[src/rtl/uart_tx.sv]
//------------------------------------------------------------------------------
// Module      : uart_tx
// Description : UART transmitter. Sends a start bit, DBIT data bits (LSB first),
//               an optional even-parity bit and a stop period of SB_TICK
//               oversampling ticks. Each bit lasts 16 s_tick pulses.
// Build macro : UART_TX_PARITY_EN - when defined, a PARITY state between DATA
//               and STOP drives the even-parity bit of the latched data.
// Ports       :
//   clk          in   system clock, rising edge
//   reset        in   synchronous reset, active low
//   s_tick       in   16x oversampling enable, one clk wide
//   tx_start     in   request to send din (accepted only in IDLE)
//   din          in   DBIT-wide data word, latched on acceptance
//   tx           out  registered serial line, idle high
//   tx_busy      out  high whenever the FSM is not in IDLE
//   tx_done_tick out  one-cycle pulse on the edge that ends the stop period
// Revision    : 1.0 - initial release
//------------------------------------------------------------------------------
`default_nettype none

module uart_tx #(
    parameter int DBIT    = 8,
    parameter int SB_TICK = 16
) (
    input  logic            clk,
    input  logic            reset,
    input  logic            s_tick,
    input  logic            tx_start,
    input  logic [DBIT-1:0] din,
    output logic            tx,
    output logic            tx_busy,
    output logic            tx_done_tick
);

    // Bit counter wide enough for DBIT-1; tick counter is 4 bits for the
    // 16-tick bit cells and grows only if the stop period needs more.
    localparam int BW = (DBIT > 1) ? $clog2(DBIT) : 1;
    localparam int TW = ($clog2(SB_TICK) > 4) ? $clog2(SB_TICK) : 4;

    localparam logic [2:0] ST_IDLE   = 3'd0;
    localparam logic [2:0] ST_START  = 3'd1;
    localparam logic [2:0] ST_DATA   = 3'd2;
`ifdef UART_TX_PARITY_EN
    localparam logic [2:0] ST_PARITY = 3'd3;
`endif
    localparam logic [2:0] ST_STOP   = 3'd4;

    localparam logic [TW-1:0] TICK_BIT_LAST  = TW'(15);
    localparam logic [TW-1:0] TICK_STOP_LAST = TW'(SB_TICK - 1);
    localparam logic [BW-1:0] BIT_LAST       = BW'(DBIT - 1);

    logic [2:0]      state_q, state_d;
    logic [TW-1:0]   tick_q,  tick_d;
    logic [BW-1:0]   bit_q,   bit_d;
    logic [DBIT-1:0] shreg_q, shreg_d;
    logic            tx_q,    tx_d;
    logic            done_d;
    logic [DBIT-1:0] shift_w;
`ifdef UART_TX_PARITY_EN
    // Parity is taken at acceptance because the shift register drains to 0.
    logic            parity_q, parity_d;
`endif

    assign shift_w = shreg_q >> 1;

    //--------------------------------------------------------------------------
    // State register
    //--------------------------------------------------------------------------
    always_ff @(posedge clk) begin
        if (!reset) begin
            state_q  <= ST_IDLE;
            tick_q   <= '0;
            bit_q    <= '0;
            shreg_q  <= '0;
            tx_q     <= 1'b1;
`ifdef UART_TX_PARITY_EN
            parity_q <= 1'b0;
`endif
        end else begin
            state_q  <= state_d;
            tick_q   <= tick_d;
            bit_q    <= bit_d;
            shreg_q  <= shreg_d;
            tx_q     <= tx_d;
`ifdef UART_TX_PARITY_EN
            parity_q <= parity_d;
`endif
        end
    end

    //--------------------------------------------------------------------------
    // Next-state logic
    //--------------------------------------------------------------------------
    always_comb begin
        state_d  = state_q;
        tick_d   = tick_q;
        bit_d    = bit_q;
        shreg_d  = shreg_q;
`ifdef UART_TX_PARITY_EN
        parity_d = parity_q;
`endif
        case (state_q)
            ST_IDLE: begin
                if (tx_start) begin
                    state_d  = ST_START;
                    tick_d   = '0;
                    bit_d    = '0;
                    shreg_d  = din;
`ifdef UART_TX_PARITY_EN
                    parity_d = ^din;
`endif
                end
            end
            ST_START: begin
                if (s_tick) begin
                    if (tick_q == TICK_BIT_LAST) begin
                        state_d = ST_DATA;
                        tick_d  = '0;
                    end else begin
                        tick_d = tick_q + TW'(1);
                    end
                end
            end
            ST_DATA: begin
                if (s_tick) begin
                    if (tick_q == TICK_BIT_LAST) begin
                        tick_d  = '0;
                        shreg_d = shift_w;
                        if (bit_q == BIT_LAST) begin
                            bit_d = '0;
`ifdef UART_TX_PARITY_EN
                            state_d = ST_PARITY;
`else
                            state_d = ST_STOP;
`endif
                        end else begin
                            bit_d = bit_q + BW'(1);
                        end
                    end else begin
                        tick_d = tick_q + TW'(1);
                    end
                end
            end
`ifdef UART_TX_PARITY_EN
            ST_PARITY: begin
                if (s_tick) begin
                    if (tick_q == TICK_BIT_LAST) begin
                        state_d = ST_STOP;
                        tick_d  = '0;
                    end else begin
                        tick_d = tick_q + TW'(1);
                    end
                end
            end
`endif
            ST_STOP: begin
                if (s_tick) begin
                    if (tick_q == TICK_STOP_LAST) begin
                        state_d = ST_IDLE;
                        tick_d  = '0;
                    end else begin
                        tick_d = tick_q + TW'(1);
                    end
                end
            end
            default: state_d = ST_IDLE;
        endcase
    end

    //--------------------------------------------------------------------------
    // Output logic: tx is loaded only on bit boundaries, so the registered
    // line never toggles inside a bit cell.
    //--------------------------------------------------------------------------
    always_comb begin
        tx_d   = tx_q;
        done_d = 1'b0;
        case (state_q)
            ST_IDLE: begin
                if (tx_start) begin
                    tx_d = 1'b0;
                end
            end
            ST_START: begin
                if (s_tick && (tick_q == TICK_BIT_LAST)) begin
                    tx_d = shreg_q[0];
                end
            end
            ST_DATA: begin
                if (s_tick && (tick_q == TICK_BIT_LAST)) begin
                    if (bit_q == BIT_LAST) begin
`ifdef UART_TX_PARITY_EN
                        tx_d = parity_q;
`else
                        tx_d = 1'b1;
`endif
                    end else begin
                        tx_d = shift_w[0];
                    end
                end
            end
`ifdef UART_TX_PARITY_EN
            ST_PARITY: begin
                if (s_tick && (tick_q == TICK_BIT_LAST)) begin
                    tx_d = 1'b1;
                end
            end
`endif
            ST_STOP: begin
                // Done is flagged in the cycle whose edge ends the stop
                // period; the FSM is still in STOP, so a tx_start seen in
                // this cycle cannot be accepted.
                if (s_tick && (tick_q == TICK_STOP_LAST)) begin
                    done_d = 1'b1;
                end
            end
            default: tx_d = 1'b1;
        endcase
    end

    assign tx           = tx_q;
    assign tx_busy      = (state_q != ST_IDLE);
    // A reset on the final edge aborts the frame, so no completion pulse.
    assign tx_done_tick = done_d & reset;

endmodule

`default_nettype wire

[config.mk]
export PLATFORM = sky130hd
export DESIGN_NAME = uart_tx
export DESIGN_NICKNAME = d
export VERILOG_FILES = /design/src/rtl/uart_tx.sv
export SDC_FILE = /design/constraint.sdc
export NUM_CORES = 1
export LEC_CHECK = 0
export BUFFER_PORTS_ARGS = -buffer_cell sky130_fd_sc_hd__buf_4
export CORE_MARGIN = 8
export CORE_UTILIZATION = 40
export DETAILED_ROUTE_END_ITERATION = 7
export SLEW_MARGIN = 10
export SYNTH_ARGS = -nofsm -noshare
export SYNTH_HDL_FRONTEND = slang
export SYNTH_SLANG_ARGS = --single-unit
[constraint.sdc]
create_clock -name clk -period 2 [get_ports clk]
set_input_delay 0.2 -clock clk [delete_from_list [all_inputs] [get_ports clk]]
set_output_delay 0.2 -clock clk [all_outputs]
set_load 0.1 [all_outputs]
# After elaboration in Yosys (flattened, before gate mapping)
# Index checks and enable logic that the tools add are counted.
[op_classes] bitwise_logic=2 n_reduce_logical=10 muxes=29 eq_ne=16 add_sub_neg=2
[op_table] operator="3-bit 2-to-1 mux" n=12
[op_table] operator="8-bit 2-to-1 mux" n=3
[op_table] operator="2-bit != test, second input constant" n=10
[op_table] operator="8-bit one-hot mux with 2 select lines" n=1
[op_table] operator="4-bit 2-to-1 mux" n=3
[op_table] operator="3-bit one-hot mux with 4 select lines" n=1
[op_table] operator="4-bit one-hot mux with 2 select lines" n=1
[op_table] operator="4-bit AND reduction" n=2
[op_table] operator="8-bit AND reduction" n=1
[op_table] operator="3-bit == test, second input constant" n=2
[op_table] operator="1-bit 2-to-1 mux" n=6
[op_table] operator="3-bit one-hot mux with 2 select lines" n=1
[op_table] operator="4-bit by 1-bit adder with 4-bit output, second input constant" n=1
[op_table] operator="4-bit == test, second input constant" n=1
[op_table] operator="1-bit one-hot mux with 4 select lines" n=1
[op_table] operator="2-bit nonzero test" n=2
[op_table] operator="3-bit by 1-bit adder with 3-bit output, second input constant" n=1
[op_table] operator="3-bit by 1-bit == test with 1-bit output, second input constant" n=1
[op_table] operator="3-bit by 2-bit == test with 1-bit output, second input constant" n=1
[op_table] operator="3-bit zero test" n=1
[op_table] operator="3-bit AND reduction" n=1
[op_table] operator="3-bit nonzero test" n=1
[op_table] operator="3-bit OR reduction" n=1
[op_table] operator="2-bit by 1-bit != test with 1-bit output, second input constant" n=1
[op_table] operator="other kinds (3)" n=3
[totals] word_cells=64 regBits=19 output_inout_bits=3 in_bits=12

# Logic depth before layout (Yosys ltp)
# Gate-level depths: netlist of run 1.
[logic_depth] depth_word=5 depth_mapped=6 depth_no_buf=6

# Worst setup path before layout of run 1
# OpenSTA, ideal clock, no wires.
[synth_path] path_type="flip-flop to output port" startpoint="register state_q[1]" endpoint="output port tx_done_tick" path_slack_ns=-0.304 stages_incl_launch_ff=6 required_ns=1.800 arrival_ns=2.104 n_path_buf=2 path_cell_list="dfxtp_1 > buf_2 > buf_2 > nor2_1 > nand3_1 > nor2_1"
[synth_via] elab_chain_len=3
[synth_rtl] element="start, declared" line="52" source="logic [2:0] state_q, state_d;"
[synth_rtl] element="start signal, assigned" line="80" source="state_q <= state_d;"
[synth_rtl] element="3-bit == test" line="177" source="case (state_q)"
[synth_rtl] element="1-bit 2-to-1 mux" line="177"
[synth_rtl] element="1-bit AND" line="223" source="assign tx_done_tick = done_d & reset;"
[synth_rtl] element="end, declared" line="32" source="output logic tx_done_tick"
# Every way passes these cells.

# Worst setup path in the final report of run 1
[layout_path] startpoint="register tick_q[0]" endpoint="register bit_q[0]"
[layout_via] elab_chain_len=3
[layout_rtl] element="start, declared" line="53" source="logic [TW-1:0] tick_q, tick_d;"
[layout_rtl] element="start signal, assigned" line="81" source="tick_q <= tick_d;"
[layout_rtl] element="4-bit == test" line="126" source="if (tick_q == TICK_BIT_LAST) begin"
[layout_rtl] element="2-bit != test (no source line)"
[layout_rtl] element="4-bit AND reduction (no source line)"
[layout_rtl] element="end signal, assigned" line="82" source="bit_q <= bit_d;"
[layout_rtl] element="end, declared" line="54" source="logic [BW-1:0] bit_q, bit_d;"
# Every way passes these cells.
# A chain may end at the register's enable or synchronous reset.

==> results of run 1 <==
==> worst min path at each step <==
stage	startpoint	end	cells past startpoint
after floorplan	reset	tx	1
after CTS	reset	tx	2
after detailed placement	reset	tx	2
after global placement	reset	tx	2
final	reset	tx	2
after global routing	reset	tx	2
==> state kept, by name, indices dropped and copies added (netlist names) <==
| name | flops |
|---|---|
| tick_q | 4 |
| bit_q | 3 |
| shreg_q | 8 |
| state_q | 3 |
| tx | 1 |
==> layer usage <==
metal / wire length (um) / vias to the layer above / global-route usage
met5: 0 / - / 0
met4: 38 / 0 / 0.0460
met3: 92 / 5 / 0.0196
met2: 1040 / 20 / 0.177
met1: 1150 / 433 / 0.142
li1: - / 504 / -
==> critical path, stage by stage, from the launching register on <==
cell and delay [ps]:
dfxtp_1 390, ha_1 230, nand4_2 180, a2111oi_4 410
or4b_1 460, a21oi_1 140
==> synth_stat cells (3+ instances only) <==
master and instances:
dfxtp_1 19, ha_1 3, buf_2 6, a311oi_1 8, inv_1 3, nand2b_1 5
mux2_2 3, a21oi_1 7, o211ai_1 3, clkbuf_1 3, nand3_1 6, nand2_1 20
nor2_1 11
==> where the power goes <==
part	leakage (nW)	internal (mW)	switching (mW)
sequential	0.156	0.465	0.0812
combinational	0.338	0.296	0.452
clock	0.0150	0.0777	0.125
total	0.509	0.839	0.658
==> through the flow <==
stage	setup WS, ps	total power [mW]	instance area, um2	std cells	utilization
final	110	1.50	1280	176	0.479
after CTS	113	1.49	1270	176	0.478
after detailed placement	120	1.30	1250	172	0.468
after global placement	209	1.28	1250	172	0.468
after global routing	6.43	1.59	1280	176	0.479
after floorplan	50.9	1.11	1080	128	-
==> area by class of cell <==
cell class	count	area (um2)
inverter	3	11.3
timing repair buffer	22	169
clock buffer	4	26.3
tap	31	38.8
multi-input combinational	97	651
fill	268	1390
sequential	19	380
==> cell families after synthesis <==
| kind of cell | count (synthesis) | share of synthesized area |
|---|---|---|
| xor+xnor | 2 | 0.0162 |
| compound gates | 29 | 0.215 |
| flops | 19 | 0.352 |
| simple gates | 58 | 0.284 |
| buf+inv | 12 | 0.0486 |
| fa+ha+maj | 3 | 0.0347 |
| mux | 5 | 0.0498 |
==> cells in the final DEF, fill, tap and decap left out, drive strengths merged, types with 3 or more instances in the layout <==
master	Yosys	routed
a21oi	7	7
a311oi	8	8
buf	6	22
clkbuf	3	4
dfxtp	19	19
ha	3	3
inv	3	3
mux2	3	3
nand2	20	20
nand2b	5	5
nand3	6	6
nor2	11	11
o211ai	3	3
==> timing repair <==
action,CTS,global route
endpoints found under the setup margin,0,3
hold buffers,0,0
buffers inserted,0,0
gates resized for setup,0,1
==> metrics.md, run 1 <==
| Metric | Value |
|---|---|
| Max-slew headroom at the worst pin | 0.638 |
| DR WL/cell | 13.2 um |
| Drc violations | 0 |
| CTS Sinks | 19 |
| Setup crit start | tick_q[0] |
| Peak supply drop | 0.885 mV |
| Row cnt | 19 |
| Critical Path End | bit_q[0] |
| F_max | between 0.5 and 0.6 GHz |
| Reg2reg end | bit_q[0] |
| Status | finished, final reports clean |
| Hold_ws | between 100 and 150 ps |
| Post-DP HPWL | roughly 1700 um |
| Max cap viols | 0 |
| Setup crit start kind | flip-flop |
| Number of flops mapped to enable cells by yosys | 0 |
| Critical Path End Type | flip-flop |
| Primary FF master, synth | dfxtp_1 |
| Minimum clock period | 1890 ps |
| Final setup fails | 0 |
| Syn_nets | 143 |
| Die H | between 60 and 70 um |
| Syn Area/Cell | 8.45 um2 |
| Clock Latency Late Sink | slightly above 300 ps |
| Largest net degree at the start of global routing | 22 |
| # port buffers | 14 |
| Layout cell share with drive strength beyond 1 | 0.228 |
| CP required | 2220 ps |
| Via count | 962 |
| DR pass1 iterations | 4 |
| RSZ-0062 raised after global routing | false |
| Die W | 68.0 um |
| Post-synth top area share | 0.352 |
| # H-tree levels | 1 |
| Number of global-route vias before repair | 915 |
| CTS Buf Count | 3 |
| CTS tree | done |
| ANT cells | 0 |
| Setup tns final | 0 ps |
| Synth Register Bits | 19 |
| P&R area growth vs syn | 18.1% |
| Gpl congestion | a little under 0.8 |
| Clock root buffer | clkbuf_4 |
| Ratio of final minimum period to clock period | 0.945 |
| Post-DRT Antenna Nets | 0 |
| Die ar. | 0.00462 mm2 |
| First-pass GRT wire length | 4060 um |
| Clock-pin slew on the worst setup and hold paths | around 120 ps |
| Clk_skew | 18.3 ps |
| CORE AREA | 0.00266 mm2 |
| Leak Pwr | around 0.51 nW |
| PD cells | ~1200 mW/mm2 |
| Critical R2R Launch | tick_q[0] |
| Global-route usage over all layers | 0.110 |
| Final Hold Vio Count | 0 |
| CP arrival | 2110 ps |
| Routed WL | 2320 um |
| Ys async rst share | 0 |
| Synth unique cells | 35 |
| Worst R2R Path Depth | 5 |
| Clock Path Buffers | 2 |
| Worst hold path type | in -> reg |
| Largest area contributor in the netlist | dfxtp_1 |
| Initial antenna violation count | 0 |
| Routed vias/inst | 5.47 |
| Max Transition Viols Final | 0 |
| Fin nets | between 150 and 200 |
| Syn Inst Count | 128 |
| Worst Tran Pin Value | 542 ps |
| Starting Density | 0.406 |
| Cell area after synthesis | 0.00108 mm2 |
| WS Path Type | reg -> reg |
| Synth top area cells | dfxtp_1 35%, nand2_1 6.9%, a311oi_1 6.5%, nor2_1 3.8%, ha_1 3.5% |
| Synth Warn # | 0 |
| Seq/Total Area, Yosys | 0.352 |
| Slack of the worst reg-to-reg path | 110 ps |
| Initial DRC Count | 77 |
| Crit Path Max Fanout | 4 |
| Grt total ovfl | 0 |
| I/O pins | 15 |
(Power assumes the default switching activity.)
==> run 2: changes to the inputs <==
==> constraint.sdc (replaced) <==
create_clock -name clk -period 1.5 [get_ports clk]
set_input_delay 0.15 -clock clk [delete_from_list [all_inputs] [get_ports clk]]
set_output_delay 0.15 -clock clk [all_outputs]
set_load 0.1 [all_outputs]
==> metrics.md, run 2 (same netlist as run 1, synthesis figures left out) <==
| Metric | Value |
|---|---|
| Clock-pin slew on the worst setup and hold paths | 110 ps |
| Starting Density | 0.406 |
| Slack of the worst reg-to-reg path | -180 ps |
| Grt total ovfl | 0 |
| Final non-filler cell total | 205 |
| Clock Path Buffers | 2 |
| Critical R2R Launch | tick_q[0] |
| Critical Path End Type | flip-flop |
| CP required | around 1800 ps |
| DR WL/cell | about 15 um |
| Internal Pwr Total | about 1.6 mW |
| Routed WL | approximately 3000 um |
| Via count | 1130 |
| Max cap viols | 0 |
| Fill cells | 206 |
| Row cnt | 19 |
| Max reg flops | 8 |
| Commonest non-fill, non-tap cell in the layout | buf_4 |
| # port buffers | 14 |
| CTS Buf Count | 3 |
| Critical Path End | bit_q[0] |
| Worst Path Buf+Inv | 0 |
| CP arrival | approximately 1900 ps |
| F_max | 0.597 GHz |
| Worst Tran Pin Value | 295 ps |
| Sw frac | 0.414 |
| Reg power frac | 0.275 |
| P&R area growth vs syn | 60.8% |
| Cells after DPL | 188 |
| Clock Latency Late Sink | ~300 ps |
| Die H | 68.0 um |
| CORE AREA | around 0.0027 mm2 |
| Worst path slowest cell | or4b_1 |
| Fin util | 0.653 |
| Drc violations | 0 |
| Ratio of final minimum period to clock period | 1.12 |
| Top Family by Delay on Critical Path | simple AND/OR/NAND/NOR gates |
| Die ar. | 0.00462 mm2 |
| CTS Sinks | 19 |
| Fin nets | 190 |
| Max Transition Viols Final | 0 |
| Worst R2R Path Depth | 5 |
| Cell chain of the critical path | ha_4, nand4_4, a2111oi_4, or4b_1, a21oi_1 |
| Failing checks | setup timing |
| Final Hold Vio Count | 0 |
| Setup WS post-layout | -176 ps |
| Minimum clock period | 1680 ps |
| Worst path depth | 5 |
| Peak supply drop | 1.15 mV |
| Post-DRT Antenna Nets | 0 |
| WS Path Type | reg -> reg |
| Combinational fraction of design power | 0.624 |
| Switching power | 1.10 mW |
| I/O pins | 15 |
| Clock network power share | 0.101 |
| Die W | 68.0 um |
| PD cells | ~1500 mW/mm2 |
| Initial DRC Count | between 40 and 50 |
| Layout cell share with drive strength beyond 1 | 0.517 |
| CTS tree | done |
| Post-DP HPWL | about 2000 um |
| Clk_skew | around 4.1 ps |
| DR pass1 iterations | 4 |
| Pre-CTS WS | -177 ps |
| Largest net degree at the start of global routing | 18 |
| Status | complete, but fails checks |
| Most frequent cells in the layout | 39 x buf_4, 18 x nand2_1, 14 x dfxtp_1 |
| Clock root buffer | clkbuf_4 |
| Leading registers by flop count | shreg_q: 8 flops, tick_q: 4 flops |
| Worst hold path type | in -> reg |
| Leak Pwr | between 0.7 and 0.8 nW |
| Max-slew headroom at the worst pin | 0.803 |
| CTS Hold Bufs | 0 |
| Gpl congestion | 0.751 |
| Critical Path Max Stage Delay | 470 ps |
| Setup crit start | tick_q[0] |
| Hold_ws | 88.5 ps |
| RSZ-0062 raised after global routing | true |
| Largest Register | shreg_q |
| Routed vias/inst | 5.51 |
| # H-tree levels | 1 |
| Final setup fails | 17 |
| Initial antenna violation count | 0 |
| Setup crit start kind | flip-flop |
| Reg2reg end | bit_q[0] |
| ANT cells | 0 |
| Global-route usage over all layers | 0.141 |
| First-pass GRT wire length | 5090 um |
| Number of global-route vias before repair | 1131 |
| Crit Path Max Fanout | 3 |
-- run 2: cell types whose count changed in the layout (fill, tap and decap cells not counted), sizes merged --
| cell | previous run | this run |
|---|---|---|
| clkbuf | 4 | 5 |
| buf | 22 | 50 |
-- run 2: cell type report --
class	count	area, um2	share of cell area
Tap cell	31	38.8	0.0223
Timing Repair Buffer	51	448	0.258
Sequential cell	19	392	0.225
Inverter	3	11.3	0.00648
Clock buffer	4	26.3	0.0151
Multi-Input combinational cell	97	822	0.473
-- run 2: repair_timing --
action	in CTS	in global routing
setup endpoints to repair	21	21
buffers inserted	5	6
hold endpoints to repair	0	0
gates resized for setup	27	17
pin swaps	11	20
gates cloned	3	0
-- run 2: stage by stage --
step	setup TNS, ps	total power, mW	instance area (um2)
after floorplan	-446	1.59	1180
after global placement	-1030	1.93	1450
after detailed placement	-1840	1.97	1450
after CTS	-2070	2.55	1640
after global routing	-2930	2.82	1740
final	-1280	2.65	1740
-- run 2: worst reg2reg max path, stage by stage (launching register included) --
cell       delay, ps
dfxtp_2          370
ha_4             150
nand4_4           90
a2111oi_4        400
or4b_1           470
a21oi_1          150
-- run 2: metal layers --
layer	global-route usage	part of all wire	vias up
met4	0.0665	0.025	0
met3	0.0295	0.032	10
li1	-	-	562
met1	0.169	0.43	535
met5	0	0	-
met2	0.237	0.51	23
-- run 2: how the worst min path moves through the flow --
stage | depth (start not counted) | slack, ps | end | from
2_1_floorplan | 1 | 240 | tx | reset
3_3_place_gp | 2 | 390 | tx | reset
3_5_place_dp | 2 | 410 | tx | reset
4_1_cts | 3 | 80 | shreg_q[7] | din[7]
5_1_grt | 3 | 70 | shreg_q[7] | din[7]
6_report | 3 | 90 | shreg_q[7] | din[7]
-- run 2: power groups by stage --
stage | logic [mW] | clock network [mW] | registers, mW
5_1_grt | 1.77 | 0.306 | 0.741
3_3_place_gp | 1.21 | 0 | 0.721
3_5_place_dp | 1.25 | 0 | 0.728
4_1_cts | 1.55 | 0.276 | 0.721
2_1_floorplan | 0.798 | 0 | 0.788
6_report | 1.65 | 0.267 | 0.728
